===== src/rtl/credit_pkg.sv =====
// Shared definitions for the laundry credit controller: FSM encoding,
// default pricing/limit constants and button bit positions.
package credit_pkg;

   typedef enum logic [1:0] {
      ST_IDLE    = 2'd0,
      ST_COLLECT = 2'd1,
      ST_LAUNCH  = 2'd2
   } state_t;

   localparam int DEF_NUM_MACH   = 4;
   localparam int DEF_CREDIT_W   = 4;
   localparam int DEF_MAX_CREDIT = 9;
   localparam int DEF_PRICE_LO   = 1;
   localparam int DEF_PRICE_HI   = 2;
   localparam logic [3:0] DEF_DRYER_MASK = 4'b1000;

   // Bit positions of the buttons inside the packed button-edge vector.
   localparam int BTN_U = 0;
   localparam int BTN_D = 1;
   localparam int BTN_C = 2;
   localparam int BTN_L = 3;

endpackage


===== src/rtl/edge_det.sv =====
// Rising-edge detector: pulses for one cycle when an input bit is high now
// and was low on the previous clock.
module edge_det #(
   parameter int W = 1
) (
   input  logic         clk,
   input  logic         rst_n,
   input  logic [W-1:0] din,
   output logic [W-1:0] rise
);

   logic [W-1:0] prev;

   always_ff @(posedge clk or negedge rst_n) begin
      if (!rst_n) prev <= '0;
      else        prev <= din;
   end

   assign rise = din & ~prev;

endmodule


===== src/rtl/credit_ctrl.sv =====
// Coin-credit controller for a bank of washers/dryers: collects coins,
// launches the selected channel on "go", refunds on cancel, tracks completion.
module credit_ctrl
   import credit_pkg::*;
#(
   parameter int NUM_MACH   = DEF_NUM_MACH,
   parameter int CREDIT_W   = DEF_CREDIT_W,
   parameter int MAX_CREDIT = DEF_MAX_CREDIT,
   parameter int PRICE_LO   = DEF_PRICE_LO,
   parameter int PRICE_HI   = DEF_PRICE_HI,
   parameter logic [NUM_MACH-1:0] DRYER_MASK = NUM_MACH'(DEF_DRYER_MASK)
) (
   input  logic                CLK100MHZ,
   input  logic                CPU_RESETN,
   input  logic [NUM_MACH-1:0] SW,
   input  logic                BTNU,
   input  logic                BTND,
   input  logic                BTNC,
   input  logic                BTNL,
   input  logic                hi_sel,
   input  logic [NUM_MACH-1:0] cycle_done,
   output logic [CREDIT_W-1:0] credit,
   output logic [NUM_MACH-1:0] start,
   output logic [NUM_MACH-1:0] hi_temp,
   output logic [NUM_MACH-1:0] busy,
   output logic [NUM_MACH-1:0] LED,
   output logic [CREDIT_W-1:0] refund,
   output logic                refund_vld,
   output logic                err,
   output state_t              fsm_state
);

   localparam int SUM_W = CREDIT_W + 2;

   state_t              state;
   logic [3:0]          btn_rise;
   logic [NUM_MACH-1:0] done_rise;

   edge_det #(.W(4)) u_btn_edge (
      .clk   (CLK100MHZ),
      .rst_n (CPU_RESETN),
      .din   ({BTNL, BTNC, BTND, BTNU}),
      .rise  (btn_rise)
   );

   edge_det #(.W(NUM_MACH)) u_done_edge (
      .clk   (CLK100MHZ),
      .rst_n (CPU_RESETN),
      .din   (cycle_done),
      .rise  (done_rise)
   );

   logic               sel_ok, eff_hi, open_st, do_cancel, go_ok, go_bad;
   logic               coin_any, coin_over, refund_now;
   logic [SUM_W-1:0]   credit_ext, price, coin_sum, base, credit_nxt;
   logic [NUM_MACH-1:0] done_hit, launch_vec;

   // A dryer always runs hot and is charged the high price whatever hi_sel says.
   always_comb begin
      sel_ok     = $onehot(SW) && ((SW & busy) == '0);
      eff_hi     = hi_sel || ((SW & DRYER_MASK) != '0);
      credit_ext = SUM_W'(credit);
      price      = eff_hi ? SUM_W'(PRICE_HI) : SUM_W'(PRICE_LO);
      coin_sum   = (btn_rise[BTN_U] ? SUM_W'(PRICE_LO) : '0) +
                   (btn_rise[BTN_D] ? SUM_W'(PRICE_HI) : '0);
      open_st    = (state != ST_LAUNCH);
      do_cancel  = btn_rise[BTN_L] && open_st;
      refund_now = do_cancel && (credit != '0);
      go_ok      = btn_rise[BTN_C] && !do_cancel && (state == ST_COLLECT) &&
                   sel_ok && (price <= credit_ext);
      go_bad     = btn_rise[BTN_C] && !do_cancel && open_st && !go_ok;
      base       = go_ok ? (credit_ext - price) : credit_ext;
      coin_any   = (coin_sum != '0) && open_st;
      coin_over  = (base + coin_sum) > SUM_W'(MAX_CREDIT);
      credit_nxt = base;
      if (do_cancel)                   credit_nxt = '0;
      else if (coin_any && !coin_over) credit_nxt = base + coin_sum;
      done_hit   = done_rise & busy;
      launch_vec = go_ok ? SW : '0;
   end

   always_ff @(posedge CLK100MHZ or negedge CPU_RESETN) begin
      if (!CPU_RESETN) begin
         state      <= ST_IDLE;
         credit     <= '0;
         start      <= '0;
         hi_temp    <= '0;
         busy       <= '0;
         LED        <= '0;
         refund     <= '0;
         refund_vld <= 1'b0;
         err        <= 1'b0;
      end else begin
         case (state)
            ST_IDLE:    if (sel_ok) state <= ST_COLLECT;
            ST_COLLECT: if (!sel_ok)    state <= ST_IDLE;
                        else if (go_ok) state <= ST_LAUNCH;
            default:    state <= ST_COLLECT;
         endcase
         credit     <= credit_nxt[CREDIT_W-1:0];
         start      <= launch_vec;
         busy       <= (busy & ~done_hit) | launch_vec;
         LED        <= (LED | done_hit) & ~launch_vec;
         if (go_ok)
            hi_temp <= (hi_temp & ~SW) | (eff_hi ? SW : '0);
         refund     <= refund_now ? credit : '0;
         refund_vld <= refund_now;
         err        <= go_bad || (coin_any && (do_cancel || coin_over));
      end
   end

   assign fsm_state = state;

endmodule


===== config.mk =====
export PLATFORM = sky130hd
export DESIGN_NAME = credit_ctrl
export DESIGN_NICKNAME = d
export VERILOG_FILES = /design/src/rtl/credit_pkg.sv /design/src/rtl/edge_det.sv /design/src/rtl/credit_ctrl.sv
export SDC_FILE = /design/constraint.sdc
export NUM_CORES = 1
export LEC_CHECK = 0
export CAP_MARGIN = 25
export CORE_AREA = 2 2 76 78
export CTS_CLUSTER_DIAMETER = 100
export CTS_CLUSTER_SIZE = 25
export DETAILED_ROUTE_END_ITERATION = 6
export DIE_AREA = 0 0 78 80
export HOLD_SLACK_MARGIN = 0.05
export PLACE_DENSITY = 0.63
export SYNTH_ARGS = -nofsm -noshare
export SYNTH_HDL_FRONTEND = slang
export SYNTH_SLANG_ARGS = --single-unit

===== constraint.sdc =====
create_clock -name CLK100MHZ -period 5.26 [get_ports CLK100MHZ]
set_clock_uncertainty 0.15 [all_clocks]
set_input_delay 1.052 -clock CLK100MHZ [delete_from_list [all_inputs] [get_ports CLK100MHZ]]
set_output_delay 1.052 -clock CLK100MHZ [all_outputs]
set_load 0.05 [all_outputs]

==> summary.txt <==
Timing
  • Final Hold Viols: 0
  • Final period util: 96.53%
  • Slew Viols, Final: 0
  • Slew @ Worst Pin: 0.5956 ns
  • Minimum clock period: 5.078 ns
  • Unrepaired setup endpoints after global routing: true
  • Max Fclk: 196.9 MHz
  • Worst slew margin: 59.93%
  • Final worst slack: 0.1823 ns
  • Final setup violating endpoints: 0

Logic synthesis
  • Synth Area in XOR/XNOR: 1.434%
  • Synth Area in Simple Gates: 20.63%
  • Post-synth EDFFs: 0
  • Synth top area cells: dfrtp_1 49%, inv_1 5.5%, ha_1 4.1%
  • Area leader, netlist: dfrtp_1
  • Most numerous cell in the Yosys netlist: dfrtp_1
  • Compound-Gate Fraction of Synth Area: 12.50%
  • Synth warnings: 0
  • Yosys cell types: 46
  • Post-Syn Area: 1832 µm²
  • Post-synth top area share: 49.18%
  • Adder-cell share of the synthesized area: 7.377%
  • Post-synthesis instance total: 178
  • Commonest cells post-synth: 36 x dfrtp_1, 27 x inv_1, 17 x nand2_1, 11 x nor2_1, 11 x o21ai_0
  • Largest family of logic cells by synthesized area: simple AND/OR/NAND/NOR gates
  • Synth Flop Type: dfrtp_1
  • Post-Synthesis Mean Instance Area: 10.29 µm²
  • Async set-reset flop share out of synthesis: 100.0%
  • Post-synthesis register bit count: 36
  • Mapped Nets: 202
  • Multiplexer area fraction after synthesis: 2.801%
  • Seq/Total Area, Yosys: 49.18%

Worst hold path
  • HP Start: hi_temp[3]
  • Worst hold path type: reg -> reg
  • Worst Hold Depth: 1

Clock tree
  • Max Root-Sink Buffers: 2
  • Total CTS buffers: 5
  • Clock slew at reported path FFs: 0.06 ns
  • CTS tree: built
  • Clock sink count: 36
  • Hold buffers post-CTS: 0
  • Root Buffer: clkbuf_8
  • CTS H-tree lvls: 2
  • Worst-skew pair later-pin latency: 0.29 ns

Critical path
  • Reg2reg start: credit[1]
  • Worst EP required: 5.31 ns
  • CP Capture Type: flip-flop
  • Setup crit start kind: input port
  • CP max FO: 4
  • Worst reg2reg path depth: 15
  • Setup Crit Path Kind: in -> reg
  • CP Data Arrival Time: 5.13 ns
  • Crit path launch: SW[1]

Routing
  • DRT iter0 DRCs: 103
  • Remaining design rule violation count: 0
  • Detail Route Antenna Nets: 0
  • Post-DR wirelength/cell: 13.28 µm
  • WL final: 4.277 mm
  • Vias per inst: 4.714
  • Vias: 1518
  • Initial DRT Pass Iterations: 4

Floorplanning
  • Die ar.: 6240 µm²
  • Die height: 80 µm
  • Die W: 78 µm
  • Io pins: 43
  • Core Box Area: 5405 µm²
  • Starting density of the core: 33.89%
  • Row count: 27

Placement
  • IO Port Bufs: 42
  • DPL Wire Length: 3.059 mm
  • Worst slack, placed: -0.4752 ns
  • Placer Congestion: 0.8106

Global route
  • Initial antenna violation count: 0
  • Total GRT Usage: 15.32%
  • Pin count of the biggest net entering global routing: 37
  • Vias in the first global route: 1559
  • First-pass GRT wire length: 7.410 mm
  • GR Overflow Total: 0

Cells and area
  • Layout cells sized above 1: 23.20%
  • Fill cell count: 500
  • # diodes: 0
  • Number of nets in the layout: 273
  • Sequential cell area: 900.9 µm²
  • Area occupied by multi-input gates: 903.4 µm²
  • Synthesis-to-finish area growth: 47.81%

Power and ir drop
  • Flop pwr share: 35.2%
  • Peak supply drop: 0.2238 mV
  • Pwr Density: 355.1 nW/µm²
  • Overall Power: 0.9613 mW
  • Int Pwr: 0.6048 mW
  • Switch share: 37.09%
  • Clk pwr share: 24.6%
  • Leak: 1.275 nW
  • Logic gate share of total power: 40.2%
  • P_sw: 0.3566 mW

Run status
  • Outcome: finished, final reports clean

Flow run
  • Max Cap Viol: 0
## logic make-up after synthesis
group                      count (synthesis)
adders and majority gates                  9
buffers and inverters                     29
muxes                                      5
and+or+nand+nor                           62
xor gates and xnor gates                   3
DFF                                       36
AOI/OAI and AO/OA                         34
## layer usage
metal / track usage [%] / vias up / routed length (µm)
met4: 7.368 / 0 / 90
met1: 20.29 / 713 / 2021
met3: 2.715 / 8 / 170
li1: - / 757 / -
met5: 0 / - / 0
met2: 24.31 / 40 / 1994
## registers in the layout, indices dropped and copies added, names as in the netlist, named ones only
signal            count
u_btn_edge.prev       4
fsm_state             2
err                   1
refund_vld            1
credit                4
refund                4
busy                  4
u_done_edge.prev      4
start                 4
LED                   4
hi_temp               1
## power by group through the flow
| stage | Sequential [mW] | Combinational (mW) | Clock, mW |
|---|---|---|---|
| after floorplan | 0.441 | 0.135 | 0 |
| after global placement | 0.342 | 0.359 | 0 |
| after detailed placement | 0.343 | 0.360 | 0 |
| after CTS | 0.339 | 0.376 | 0.245 |
| after global routing | 0.343 | 0.419 | 0.258 |
| final | 0.338 | 0.386 | 0.237 |
## worst max-delay path, stage by stage
cell	delay (ns)
buf_8	0.08
inv_4	0.03
fa_1	0.52
inv_1	0.04
ha_2	0.17
ha_4	0.21
nor3b_2	0.17
and3_1	0.20
nor4b_4	0.27
mux2i_1	0.29
ha_2	0.22
inv_2	0.04
fa_2	0.40
o21a_1	0.18
o21bai_1	0.12
mux2i_1	0.11
buf_4	0.16
or2_4	0.24
or4_4	0.55
o31ai_4	0.07
## layout by cell type (no fill, tap or decap), drive strengths merged, types with 4 or more instances in the layout
master,netlist,layout
clkdlybuf4s50,0,39
dfrtp,36,36
inv,27,27
buf,2,26
nand2,17,17
nor2,11,11
o21ai,11,11
clkbuf,0,7
ha,6,6
a31oi,5,5
nand2b,4,4
mux2i,4,4
nor4,4,4
nor2b,4,4
nor3,4,4
## what timing repair did
action | CTS | global route
gates resized for setup | 8 | 18
setup buffers | 8 | 2
pin swaps | 11 | 10
endpoints found under the setup margin | 4 | 5
## layout make-up
class / instances / share of cell area (%)
clock buffers: 6 / 2.680
well taps: 72 / 3.327
repair buffers: 66 / 22.23
flip-flops and latches: 36 / 33.27
inverters: 27 / 3.836
multi-input cells: 113 / 33.36
clock inverters: 2 / 1.294
## through the flow
stage	TNS, ns	area [µm²]	hold slack (ns)	util [%]	instances
floorplan	0	1861	0.3164	-	178
global placement	-1.732	2474	0.3033	45.76	305
detailed placement	-1.803	2474	0.3142	45.76	305
CTS	0	2656	0.3359	49.14	320
global route	-0.03852	2708	0.3640	50.09	322
finish	0	2708	0.3265	50.09	322
## final timing paths
| kind | slack [ns] | end |
|---|---|---|
| min reg2reg | 0.33 | hi_temp[3] |
| max in group asynchronous | 3.62 | credit[1] |
| max | 0.18 | credit[1] |
| max reg2reg | 1.24 | credit[1] |
| min | 0.33 | hi_temp[3] |
| min in group asynchronous | 1.02 | LED[3] |
Note: power is estimated with default switching activity, not from simulation.
